$ cat src/rtl/memory_controller_if.sv
// rtl/memory_controller_if.sv - core/RAM bus bundle for the memory controller
interface memory_controller_if #(
  parameter int DATA_WIDTH = 32
);
  // Core side
  logic [DATA_WIDTH-1:0] addressIn;
  logic [DATA_WIDTH-1:0] dataWriteIn;
  logic [1:0]            length;
  logic                  storeIn;
  logic                  loadIn;
  logic                  loadUnsigned;
  logic [DATA_WIDTH-1:0] dataReadOut;
  // RAM side
  logic [DATA_WIDTH-1:0] ramDataRead;
  logic [DATA_WIDTH-1:0] addressOut;
  logic [DATA_WIDTH-1:0] ramDataWrite;
  logic [3:0]            byteSelect;
  logic                  ramStore;
  logic                  ramLoad;

  modport slave (
    input  addressIn, dataWriteIn, length, storeIn, loadIn, loadUnsigned, ramDataRead,
    output dataReadOut, addressOut, ramDataWrite, byteSelect, ramStore, ramLoad
  );

  modport master (
    output addressIn, dataWriteIn, length, storeIn, loadIn, loadUnsigned, ramDataRead,
    input  dataReadOut, addressOut, ramDataWrite, byteSelect, ramStore, ramLoad
  );
endinterface

$ cat src/rtl/memory_controller.sv
// rtl/memory_controller.sv - byte/half/word lane steering between core and word RAM
module memory_controller #(
  parameter int DATA_WIDTH = 32
) (
  input logic                clk,
  input logic                reset,
  memory_controller_if.slave bus
);

  localparam logic [1:0] LEN_BYTE = 2'b00;
  localparam logic [1:0] LEN_HALF = 2'b01;
  localparam logic [1:0] LEN_WORD = 2'b10;

  logic [1:0]            off;
  logic [1:0]            off_q, off_d;
  logic [1:0]            len_q, len_d;
  logic                  uns_q, uns_d;
  logic [DATA_WIDTH-1:0] rd_shifted;

  // Byte offset of the access inside the word; misaligned halves/words are truncated
  always_comb begin
    off = 2'b00;
    case (bus.length)
      LEN_BYTE: off = bus.addressIn[1:0];
      LEN_HALF: off = {bus.addressIn[1], 1'b0};
      default:  off = 2'b00;
    endcase
  end

  assign bus.addressOut   = {bus.addressIn[DATA_WIDTH-1:2], 2'b00};
  assign bus.ramStore     = bus.storeIn;
  assign bus.ramLoad      = bus.loadIn;
  assign bus.ramDataWrite = bus.dataWriteIn << {off, 3'b000};

  // Per-byte write enables; silent when no store is requested
  always_comb begin
    bus.byteSelect = 4'b0000;
    if (bus.storeIn) begin
      case (bus.length)
        LEN_BYTE: bus.byteSelect = 4'b0001 << off;
        LEN_HALF: bus.byteSelect = 4'b0011 << off;
        default:  bus.byteSelect = 4'b1111;
      endcase
    end
  end

  // Load context is captured with the request and held until the next load
  always_comb begin
    off_d = off_q;
    len_d = len_q;
    uns_d = uns_q;
    if (bus.loadIn) begin
      off_d = off;
      len_d = bus.length;
      uns_d = bus.loadUnsigned;
    end
  end

  // Context register; reset value makes the read path a plain word pass-through
  always_ff @(posedge clk or posedge reset) begin
    if (reset) begin
      off_q <= 2'b00;
      len_q <= LEN_WORD;
      uns_q <= 1'b0;
    end else begin
      off_q <= off_d;
      len_q <= len_d;
      uns_q <= uns_d;
    end
  end

  assign rd_shifted = bus.ramDataRead >> {off_q, 3'b000};

  // Extract and extend the addressed lane from the RAM's registered read word
  always_comb begin
    bus.dataReadOut = bus.ramDataRead;
    case (len_q)
      LEN_BYTE: bus.dataReadOut = {{(DATA_WIDTH-8){~uns_q & rd_shifted[7]}}, rd_shifted[7:0]};
      LEN_HALF: bus.dataReadOut = {{(DATA_WIDTH-16){~uns_q & rd_shifted[15]}}, rd_shifted[15:0]};
      default:  bus.dataReadOut = bus.ramDataRead;
    endcase
  end

endmodule

$ cat src/flat_wrapper.sv
// flat-port wrapper written by rule: the top's interface ports become plain ports
module memory_controller_flat 
#(
  parameter int DATA_WIDTH = 32
)
  (clk, reset, bus_addressIn, bus_dataWriteIn, bus_length, bus_storeIn, bus_loadIn, bus_loadUnsigned, bus_ramDataRead, bus_dataReadOut, bus_addressOut, bus_ramDataWrite, bus_byteSelect, bus_ramStore, bus_ramLoad);
  memory_controller_if #(.DATA_WIDTH(DATA_WIDTH)) bus_i ();
  input logic clk;
  input logic reset;
  input wire logic [$bits(bus_i.addressIn)-1:0] bus_addressIn;
  input wire logic [$bits(bus_i.dataWriteIn)-1:0] bus_dataWriteIn;
  input wire logic [$bits(bus_i.length)-1:0] bus_length;
  input wire logic [$bits(bus_i.storeIn)-1:0] bus_storeIn;
  input wire logic [$bits(bus_i.loadIn)-1:0] bus_loadIn;
  input wire logic [$bits(bus_i.loadUnsigned)-1:0] bus_loadUnsigned;
  input wire logic [$bits(bus_i.ramDataRead)-1:0] bus_ramDataRead;
  output wire logic [$bits(bus_i.dataReadOut)-1:0] bus_dataReadOut;
  output wire logic [$bits(bus_i.addressOut)-1:0] bus_addressOut;
  output wire logic [$bits(bus_i.ramDataWrite)-1:0] bus_ramDataWrite;
  output wire logic [$bits(bus_i.byteSelect)-1:0] bus_byteSelect;
  output wire logic [$bits(bus_i.ramStore)-1:0] bus_ramStore;
  output wire logic [$bits(bus_i.ramLoad)-1:0] bus_ramLoad;
  assign bus_i.addressIn = bus_addressIn;
  assign bus_i.dataWriteIn = bus_dataWriteIn;
  assign bus_i.length = bus_length;
  assign bus_i.storeIn = bus_storeIn;
  assign bus_i.loadIn = bus_loadIn;
  assign bus_i.loadUnsigned = bus_loadUnsigned;
  assign bus_i.ramDataRead = bus_ramDataRead;
  assign bus_dataReadOut = bus_i.dataReadOut;
  assign bus_addressOut = bus_i.addressOut;
  assign bus_ramDataWrite = bus_i.ramDataWrite;
  assign bus_byteSelect = bus_i.byteSelect;
  assign bus_ramStore = bus_i.ramStore;
  assign bus_ramLoad = bus_i.ramLoad;
  memory_controller #(.DATA_WIDTH(DATA_WIDTH)) u_core (.clk(clk), .reset(reset), .bus(bus_i));
endmodule
$ cat config.mk
export PLATFORM = sky130hd
export DESIGN_NAME = memory_controller_flat
export DESIGN_NICKNAME = d
export VERILOG_FILES = /design/src/rtl/memory_controller_if.sv /design/src/rtl/memory_controller.sv /design/src/flat_wrapper.sv
export SDC_FILE = /design/constraint.sdc
export NUM_CORES = 1
export LEC_CHECK = 0
export CAP_MARGIN = 10
export CORE_UTILIZATION = 28
export DETAILED_ROUTE_END_ITERATION = 8
export PLACE_DENSITY = 0.83
export SLEW_MARGIN = 20
export SYNTH_ARGS = -nofsm -noshare
export SYNTH_HDL_FRONTEND = slang
export SYNTH_SLANG_ARGS = --single-unit
$ cat constraint.sdc
create_clock -name clk -period 2 [get_ports clk]
set_input_delay 0.3 -clock clk [delete_from_list [all_inputs] [get_ports clk]]
set_output_delay 0.3 -clock clk [all_outputs]
set_load 0.02 [all_outputs]
Yosys cells after proc, flatten, opt, wreduce, memory -nomap -nowiden
Cells that the tools add are included.
{"block": "totals", "output_inout_bits": 102, "reg_bits": 5, "in_bits": 103, "word_cells": 18}
{"block": "classes", "muxes": 4, "eq_ne": 2, "n_reduce_logical": 2, "n_bitwise": 3, "shift": 4}
{"operator": "$pmux W32 S2", "count": 1}
{"operator": "$shl A32 B5 Y32", "count": 1}
{"operator": "$shr A32 B5 Y16", "count": 1}
{"operator": "$pmux W4 S2", "count": 1}
{"operator": "$eq A2 B1 Y1 const B", "count": 2}
{"operator": "$logic_not A2 Y1", "count": 2}
{"operator": "$mux W4", "count": 1}
{"operator": "$pmux W2 S2", "count": 1}
{"operator": "$shl A1 B2 Y4 const A", "count": 1}
{"operator": "$shl A2 B2 Y4 const A", "count": 1}
{"operator": "$and A1 B1 Y1", "count": 2}
{"operator": "$not A1 Y1", "count": 1}

Logic depth before layout (Yosys ltp)
Gate-level depths: netlist of the first run.
{"block": "depth", "ltp_word": 5, "ltp_mapped": 5, "depth_no_buf": 3}

Worst setup path before layout of the first run
OpenSTA, ideal clock, no wires.
{"block": "synth_timing", "path_kind": "flip-flop to output port", "startpoint": "register u_core.off_q[1]", "endpoint": "output port bus_dataReadOut[12]", "n_path_buf": 1, "t_required_ns": 1.700, "stages_incl_launch_ff": 5, "setup_slack_ns": -0.075, "arrival_time_ns": 1.775, "path_cell_list": "dfrtp_1 -> buf_6 -> nor2b_1 -> a22oi_1 -> o311ai_0"}
{"block": "synth_between", "elab_chain_len": 3}
{"element": "from (decl)", "line_no": "memory_controller.sv:15", "source": "logic [1:0] off_q, off_d;"}
{"element": "from (signal assigned)", "line_no": "memory_controller.sv:62", "source": "off_q <= 2'b00;"}
{"element": "from (signal assigned)", "line_no": "memory_controller.sv:66", "source": "off_q <= off_d;"}
{"element": "$shr A32 B5 Y16 (*)", "line_no": "memory_controller.sv:72", "source": "assign rd_shifted = bus.ramDataRead >> {off_q, 3'b000};"}
{"element": "$and A1 B1 Y1", "line_no": "memory_controller.sv:78", "source": "LEN_BYTE: bus.dataReadOut = {{(DATA_WIDTH-8){~uns_q & rd_shifted[7]}}, rd_shifted[7:0]};"}
{"element": "$pmux W32 S2 (*)", "line_no": "memory_controller.sv:77", "source": "case (len_q)"}
{"element": "to (decl)", "line_no": "flat_wrapper.sv:17", "source": "output wire logic [$bits(bus_i.dataReadOut)-1:0] bus_dataReadOut;"}
Every way passes the cells marked *; elsewhere a longest branch is shown, timed or not.

Worst setup path in the final report of the first run
{"block": "layout_timing", "startpoint": "register u_core.off_q[0]", "endpoint": "output port bus_dataReadOut[15]"}
The elaborated chain is that of the path after synthesis.

==> impl_metrics.env, run 1 <==
export IMPL_dp_worst_setup_slack_ns=-0.631
export IMPL_postCtsHoldBufs=0
export IMPL_run_status="finished, violations left"
export IMPL_avgViaCountPerCell=5.05
export IMPL_period_minus_slack_ns=2.16
export IMPL_port_buffers=142
export IMPL_gp_congestion=0.845
export IMPL_synth_distinct_cells=34
export IMPL_startpoint_type="register"
export IMPL_post_dp_hpwl_mm=5.70
export IMPL_ctsRootBufferMaster="sky130_fd_sc_hd__clkbuf_8"
export IMPL_hold_class="in2async"
export IMPL_clk_pin_slew_worst_paths_ns=0.04
export IMPL_synth_async_reset_ratio=1.00
export IMPL_design_core_area_sq_um=5990
export IMPL_remaining_global_route_overflow=0
export IMPL_maximum_vdd_ir_drop_mv=0.223
export IMPL_source_of_the_worst_register_to_register_timing_path="u_core.off_q[0]"
export IMPL_htree_levels=1
export IMPL_post_route_worst_setup_slack_ns=-0.162
export IMPL_fin_tns_setup_ns=-2.79
export IMPL_drt_antenna_violating_nets=0
export IMPL_yosys_warnings=0
export IMPL_io_pins=205
export IMPL_floorplan_die_area_sq_um=6630
export IMPL_fraction_of_final_layout_cells_sized_beyond_drive_strength_1=0.408
export IMPL_arrival_ns=1.86
export IMPL_report_final_slew_viol_count=0
export IMPL_grt_start_max_net_pins=18
export IMPL_detail_route_drc_violations=0
export IMPL_ys_seq_area_frac=0.0716
export IMPL_num_fill_cells=539
export IMPL_max_clock_freq_mhz=463
export IMPL_cts_sinks=5
export IMPL_failed_checks="negative setup slack"
export IMPL_diodes=0
export IMPL_grt_first_pass_wirelength_mm=11.2
export IMPL_number_of_buffers_added_by_the_clock_tree_synthesis_step=3
export IMPL_critical_path_max_fanout=7
export IMPL_fin_crit_sh=1.08
export IMPL_cellLeakagePower_nw=1.61
export IMPL_globalRouteTotalUtil=0.218
export IMPL_worstSetupEndpointType="output pin"
export IMPL_cts_tree="yes"
export IMPL_finalNonFillerCells=470
export IMPL_initial_drt_pass_iterations=4
export IMPL_total_routed_wirelength_mm=7.61
export IMPL_first_global_vias=2411
export IMPL_area_growth_pct=103
export IMPL_hold_violation_count_in_the_final_report=0
export IMPL_path_class="reg2out"
export IMPL_setup_viol_count_final=26
export IMPL_power_per_cell_area_nw_per_um2=428
export IMPL_post_synth_instance_area_sq_um=1770
export IMPL_cts_root_to_sink_buffers=2
export IMPL_die_height_um=81.4
export IMPL_die_span_x_um=81.4
export IMPL_rsz0062_at_grt="true"
export IMPL_clk_insertion_delay_late_ns=0.22
export IMPL_dr_total_vias=2372
export IMPL_skew_ns=0
export IMPL_initial_antenna_violation_count=0
export IMPL_design_final_nets=499
export IMPL_synth_main_ff_cell="sky130_fd_sc_hd__dfrtp_1"
export IMPL_number_of_register_bits_inferred_by_synthesis=5
export IMPL_critPathLaunch="u_core.off_q[0]"
export IMPL_cap_violations=0
export IMPL_routed_wire_length_per_instance_um=16.2
export IMPL_placed_cells=448
export IMPL_initial_core_util=0.295
export IMPL_worst_endpoint_required_ns=1.70
export IMPL_syn_area_per_cell_sq_um=7.45
export IMPL_synth_edf_count=0
export IMPL_postSynthCellCount=237
export IMPL_drt_first_iter_violations=47
export IMPL_rows=28
-- area by class of cell --
cell class / count / area [sq um] / share of cell area
multi-input cells: 176 / 1460 / 0.408
clock buffers: 4 / 45.0 / 0.0126
repair buffers: 205 / 1830 / 0.513
well taps: 75 / 93.8 / 0.0262
inverters: 5 / 18.8 / 0.00524
flip-flops and latches: 5 / 128 / 0.0357
-- timing repair --
item / in CTS / in global routing
buffers inserted: 12 / 5
hold endpoints to repair: 0 / 0
pin swaps: 7 / 10
endpoints found under the setup margin: 68 / 51
gates cloned: 2 / 1
resized for setup: 277 / 80
-- registers in the layout, indices dropped and copies added, names as in the netlist --
name          count
u_core.uns_q      1
u_core.off_q      2
u_core.len_q      2
-- where the power goes --
part / internal, mW / switching (mW) / total (mW)
combinational: 0.607 / 0.613 / 1.22
sequential: 0.112 / 0.0118 / 0.124
clock: 0.137 / 0.0498 / 0.187
-- worst max-delay path, cell delays in order, from the launching register on --
cell	delay, ns
sky130_fd_sc_hd__dfrtp_1	0.40
sky130_fd_sc_hd__mux4_2	0.59
sky130_fd_sc_hd__a21oi_2	0.18
sky130_fd_sc_hd__buf_6	0.16
sky130_fd_sc_hd__buf_6	0.11
sky130_fd_sc_hd__o31ai_2	0.04
sky130_fd_sc_hd__buf_2	0.15
-- worst paths after layout --
| kind | to | slack, ns | cells after the start |
|---|---|---|---|
| worst max-delay path | bus_dataReadOut[15] | -0.16 | 6 |
| worst min-delay path | u_core.uns_q | 0.27 | 2 |
| worst max register to register | u_core.off_q[0] | 0.86 | 5 |
| worst min register to register | u_core.uns_q | 0.64 | 2 |
| max in group asynchronous | u_core.len_q[1] | 1.50 | 2 |
| min in group clk | u_core.len_q[0] | 0.46 | 4 |
-- cells in the final DEF, fill, tap and decap left out, types with 2 or more instances in the layout --
cell type                         synthesis  routed
sky130_fd_sc_hd__nor2b_1                  7       4
sky130_fd_sc_hd__buf_12                   0       3
sky130_fd_sc_hd__nor2_1                  10      10
sky130_fd_sc_hd__mux2i_2                  0       5
sky130_fd_sc_hd__o2bb2ai_2                0       2
sky130_fd_sc_hd__buf_6                    3      33
sky130_fd_sc_hd__o31ai_4                  0       2
sky130_fd_sc_hd__o31ai_1                  7       3
sky130_fd_sc_hd__nor2b_4                  0       2
sky130_fd_sc_hd__o31ai_2                  0       2
sky130_fd_sc_hd__o211a_1                  4       4
sky130_fd_sc_hd__clkdlybuf4s15_1          0       2
sky130_fd_sc_hd__and2_1                   9       9
sky130_fd_sc_hd__dlygate4sd2_1            0      21
sky130_fd_sc_hd__conb_1                   1       2
sky130_fd_sc_hd__dfrtp_1                  4       3
sky130_fd_sc_hd__a22oi_1                  4       4
sky130_fd_sc_hd__inv_1                    4       4
sky130_fd_sc_hd__buf_4                   36      47
sky130_fd_sc_hd__o2bb2ai_1               12      10
sky130_fd_sc_hd__o21ai_2                  0      12
sky130_fd_sc_hd__clkbuf_8                 0       3
sky130_fd_sc_hd__mux2i_1                 36      28
sky130_fd_sc_hd__mux2_2                   6       5
sky130_fd_sc_hd__a22o_1                   4       4
sky130_fd_sc_hd__buf_2                    5      18
sky130_fd_sc_hd__nand3b_1                 4       4
sky130_fd_sc_hd__clkdlybuf4s50_1          0      68
sky130_fd_sc_hd__o21a_1                   3       3
sky130_fd_sc_hd__nand2_1                 34      34
sky130_fd_sc_hd__clkbuf_2                 0      12
sky130_fd_sc_hd__o21ai_0                 22       8
sky130_fd_sc_hd__mux2i_4                  0       3
sky130_fd_sc_hd__o21ai_1                  1       3
-- cells in the mapped netlist, types with 5 or more instances --
cell                         n  share of area
sky130_fd_sc_hd__buf_4      36           0.15
sky130_fd_sc_hd__mux2i_1    36           0.20
sky130_fd_sc_hd__nand2_1    34          0.072
sky130_fd_sc_hd__o21ai_0    22          0.062
sky130_fd_sc_hd__o2bb2ai_1  12          0.060
sky130_fd_sc_hd__nor2_1     10          0.021
sky130_fd_sc_hd__and2_1      9          0.032
sky130_fd_sc_hd__clkbuf_1    7          0.015
sky130_fd_sc_hd__nor2b_1     7          0.025
sky130_fd_sc_hd__o31ai_1     7          0.030
sky130_fd_sc_hd__mux2_2      6          0.038
sky130_fd_sc_hd__buf_2       5          0.014
-- cell families after synthesis --
kind of cell | count (synthesis) | synth area share
simple gates | 66 | 0.175
other cells | 1 | 0.00212
buf+inv | 57 | 0.214
flops | 5 | 0.0716
mux | 43 | 0.255
compound gates | 65 | 0.282
-- through the flow --
step           area, sq um  power (mW)  utilization  hold slack (ns)
3_5_place_dp          3280        1.26        0.548            0.506
2_1_floorplan         1770       0.734            -           0.0778
5_1_grt               3580        1.62        0.597            0.287
3_3_place_gp          3280        1.25        0.548            0.511
6_report              3580        1.53        0.597            0.267
4_1_cts               3420        1.45        0.571            0.269
-- layer usage --
layer  vias to the layer above  wire length, um  GRT usage  part of all wire
li1                       1136                -          -                 -
met1                      1086             2710      0.212              0.36
met2                       130             4010      0.435              0.53
met3                        20              706     0.0461             0.093
met4                         0              183     0.0929             0.024
met5                         -                0          0                 0
Power figures use the tool's default switching activity.
==> run 2, diff against run 1 <==
--- a/config.mk
+++ b/config.mk
@@ -7,7 +7,9 @@
 export LEC_CHECK = 0
 export CAP_MARGIN = 10
-export CORE_UTILIZATION = 28
+export CELL_PAD_IN_SITES_DETAIL_PLACEMENT = 2
+export CELL_PAD_IN_SITES_GLOBAL_PLACEMENT = 2
+export CORE_UTILIZATION = 12
 export DETAILED_ROUTE_END_ITERATION = 8
-export PLACE_DENSITY = 0.83
+export PLACE_DENSITY_LB_ADDON = 0.1
 export SLEW_MARGIN = 20
 export SYNTH_ARGS = -nofsm -noshare
==> constraint.sdc (replaced) <==
create_clock -name clk -period 2 [get_ports clk]
set_input_delay 0.3 -clock clk [delete_from_list [all_inputs] [get_ports clk]]
set_output_delay 0.3 -clock clk [all_outputs]
set_load 0.005 [all_outputs]
==> impl_metrics.env, run 2 (synthesis gave the netlist of run 1 again) <==
export IMPL_mostFrequentLayoutCells="sky130_fd_sc_hd__clkdlybuf4s50_1 (68), sky130_fd_sc_hd__buf_4 (60), sky130_fd_sc_hd__buf_2 (46)"
export IMPL_detail_route_drc_violations=0
export IMPL_initial_antenna_violation_count=0
export IMPL_clk_insertion_delay_late_ns=0.23
export IMPL_run_status="finished, violations left"
export IMPL_area_growth_pct=143
export IMPL_routed_wire_length_per_instance_um=17.9
export IMPL_post_route_worst_setup_slack_ns=-0.193
export IMPL_finalNonFillerCells=611
export IMPL_cts_root_to_sink_buffers=2
export IMPL_design_final_nets=535
export IMPL_failed_checks="negative setup slack"
export IMPL_fin_tns_setup_ns=-3.57
export IMPL_initial_drt_pass_iterations=3
export IMPL_die_height_um=123
export IMPL_worstSetupEndpointType="output pin"
export IMPL_max_clock_freq_mhz=456
export IMPL_drt_first_iter_violations=62
export IMPL_cellLeakagePower_nw=1.88
export IMPL_io_pins=205
export IMPL_critical_path_max_fanout=4
export IMPL_cap_violations=0
export IMPL_cts_sinks=5
export IMPL_startpoint_type="register"
export IMPL_hold_violation_count_in_the_final_report=0
export IMPL_power_per_cell_area_nw_per_um2=385
export IMPL_diodes=0
export IMPL_number_of_buffers_added_by_the_clock_tree_synthesis_step=3
export IMPL_maximum_vdd_ir_drop_mv=0.221
export IMPL_cts_tree="yes"
export IMPL_floorplan_die_area_sq_um=15200
export IMPL_skew_ns=0
export IMPL_ctsRootBufferMaster="sky130_fd_sc_hd__clkbuf_16"
export IMPL_post_dp_hpwl_mm=7.82
export IMPL_avgViaCountPerCell=4.20
export IMPL_setup_viol_count_final=28
export IMPL_final_common_cell="sky130_fd_sc_hd__clkdlybuf4s50_1"
export IMPL_grt_start_max_net_pins=17
export IMPL_drt_antenna_violating_nets=0
export IMPL_rows=43
export IMPL_arrival_ns=1.89
export IMPL_num_fill_cells=1592
export IMPL_gp_congestion=0.723
export IMPL_worst_endpoint_required_ns=1.70
export IMPL_port_buffers=142
export IMPL_htree_levels=1
export IMPL_die_span_x_um=123
export IMPL_remaining_global_route_overflow=0
export IMPL_rsz0062_at_grt="true"
export IMPL_fin_crit_sh=1.10
export IMPL_total_routed_wirelength_mm=10.9
export IMPL_final_core_util=0.305
export IMPL_hold_class="in2async"
export IMPL_globalRouteTotalUtil=0.142
export IMPL_initial_core_util=0.125
export IMPL_clk_pin_slew_worst_paths_ns=0.03
export IMPL_largestRegisters="u_core.len_q: 2 flops, u_core.off_q: 2 flops, u_core.uns_q: 1 flops"
export IMPL_fraction_of_final_layout_cells_sized_beyond_drive_strength_1=0.492
export IMPL_first_global_vias=2789
export IMPL_report_final_slew_viol_count=0
export IMPL_period_minus_slack_ns=2.19
export IMPL_placed_cells=559
export IMPL_hold_ws_ns=0.275
export IMPL_grt_first_pass_wirelength_mm=16.2
export IMPL_dr_total_vias=2569
export IMPL_design_core_area_sq_um=14100
export IMPL_path_class="reg2out"
-- run 2: changes by cell type in the layout (fill, tap and decap cells not counted), moves of 4 or more --
cell,previous run,this run
sky130_fd_sc_hd__o2bb2ai_2,2,7
sky130_fd_sc_hd__o21ai_1,3,7
sky130_fd_sc_hd__dlygate4sd2_1,21,17
sky130_fd_sc_hd__clkdlybuf4s15_1,2,6
sky130_fd_sc_hd__buf_2,18,46
sky130_fd_sc_hd__clkbuf_2,12,4
sky130_fd_sc_hd__o21ai_2,12,8
sky130_fd_sc_hd__buf_4,47,60
sky130_fd_sc_hd__a22oi_1,4,0
sky130_fd_sc_hd__buf_6,33,27
sky130_fd_sc_hd__a22oi_2,0,4
sky130_fd_sc_hd__o2bb2ai_1,10,4
sky130_fd_sc_hd__mux2i_4,3,9
-- run 2: timing repair --
action / CTS / global route
resized for setup: 314 / 45
buffers inserted: 37 / 10
pin swaps: 14 / 12
hold buffers: 0 / 0
gates cloned: 7 / 0
setup endpoints to repair: 68 / 49
-- run 2: area by class of cell --
cell class	instances	area [sq um]	share of cell area
well taps	180	225	0.0524
multi-input cells	176	1660	0.385
flip-flops and latches	5	128	0.0297
inverters	5	22.5	0.00524
clock buffers	4	78.8	0.0183
repair buffers	241	2190	0.509
-- run 2: metrics by stage --
| step | setup WS (ns) | power, mW | cell area (sq um) |
|---|---|---|---|
| final | -0.193 | 1.66 | 4300 |
| after global routing | -0.276 | 1.76 | 4300 |
| after CTS | -0.220 | 1.61 | 4120 |
| after detailed placement | -0.618 | 1.13 | 3480 |
| after global placement | -0.615 | 1.13 | 3480 |
| after floorplan | 0.247 | 0.509 | 1770 |
-- run 2: report_power, final --
part	leakage (nW)	switching, mW	internal [mW]
logic	1.78	0.515	0.692
clock network	0.0382	0.0613	0.264
registers	0.0598	0.0108	0.112
-- run 2: worst max-delay path, cell delays in order (launching register included) --
cell                       delay [ns]
sky130_fd_sc_hd__dfrtp_1         0.38
sky130_fd_sc_hd__mux4_2          0.59
sky130_fd_sc_hd__o211ai_4        0.27
sky130_fd_sc_hd__buf_6           0.16
sky130_fd_sc_hd__buf_6           0.10
sky130_fd_sc_hd__o21ai_2         0.05
sky130_fd_sc_hd__buf_2           0.12
-- run 2: final timing paths --
path	start	end	slack, ns	depth (start not counted)
max	u_core.off_q[0]	bus_dataReadOut[23]	-0.19	6
max in group asynchronous	reset	u_core.len_q[1]	1.48	2
min in group clk	bus_length[1]	u_core.len_q[1]	0.51	4
min	reset	u_core.uns_q	0.27	2
max reg2reg	u_core.off_q[0]	u_core.off_q[0]	0.67	7
min reg2reg	u_core.len_q[0]	u_core.len_q[0]	0.67	2
-- run 2: per-layer routing --
metal  GRT usage  part of all wire  up-vias
met1       0.172              0.42     1218
li1            -                 -     1206
met5           0                 0        -
met2       0.250              0.48      132
met4      0.0218            0.0097        0
met3      0.0415             0.097       13
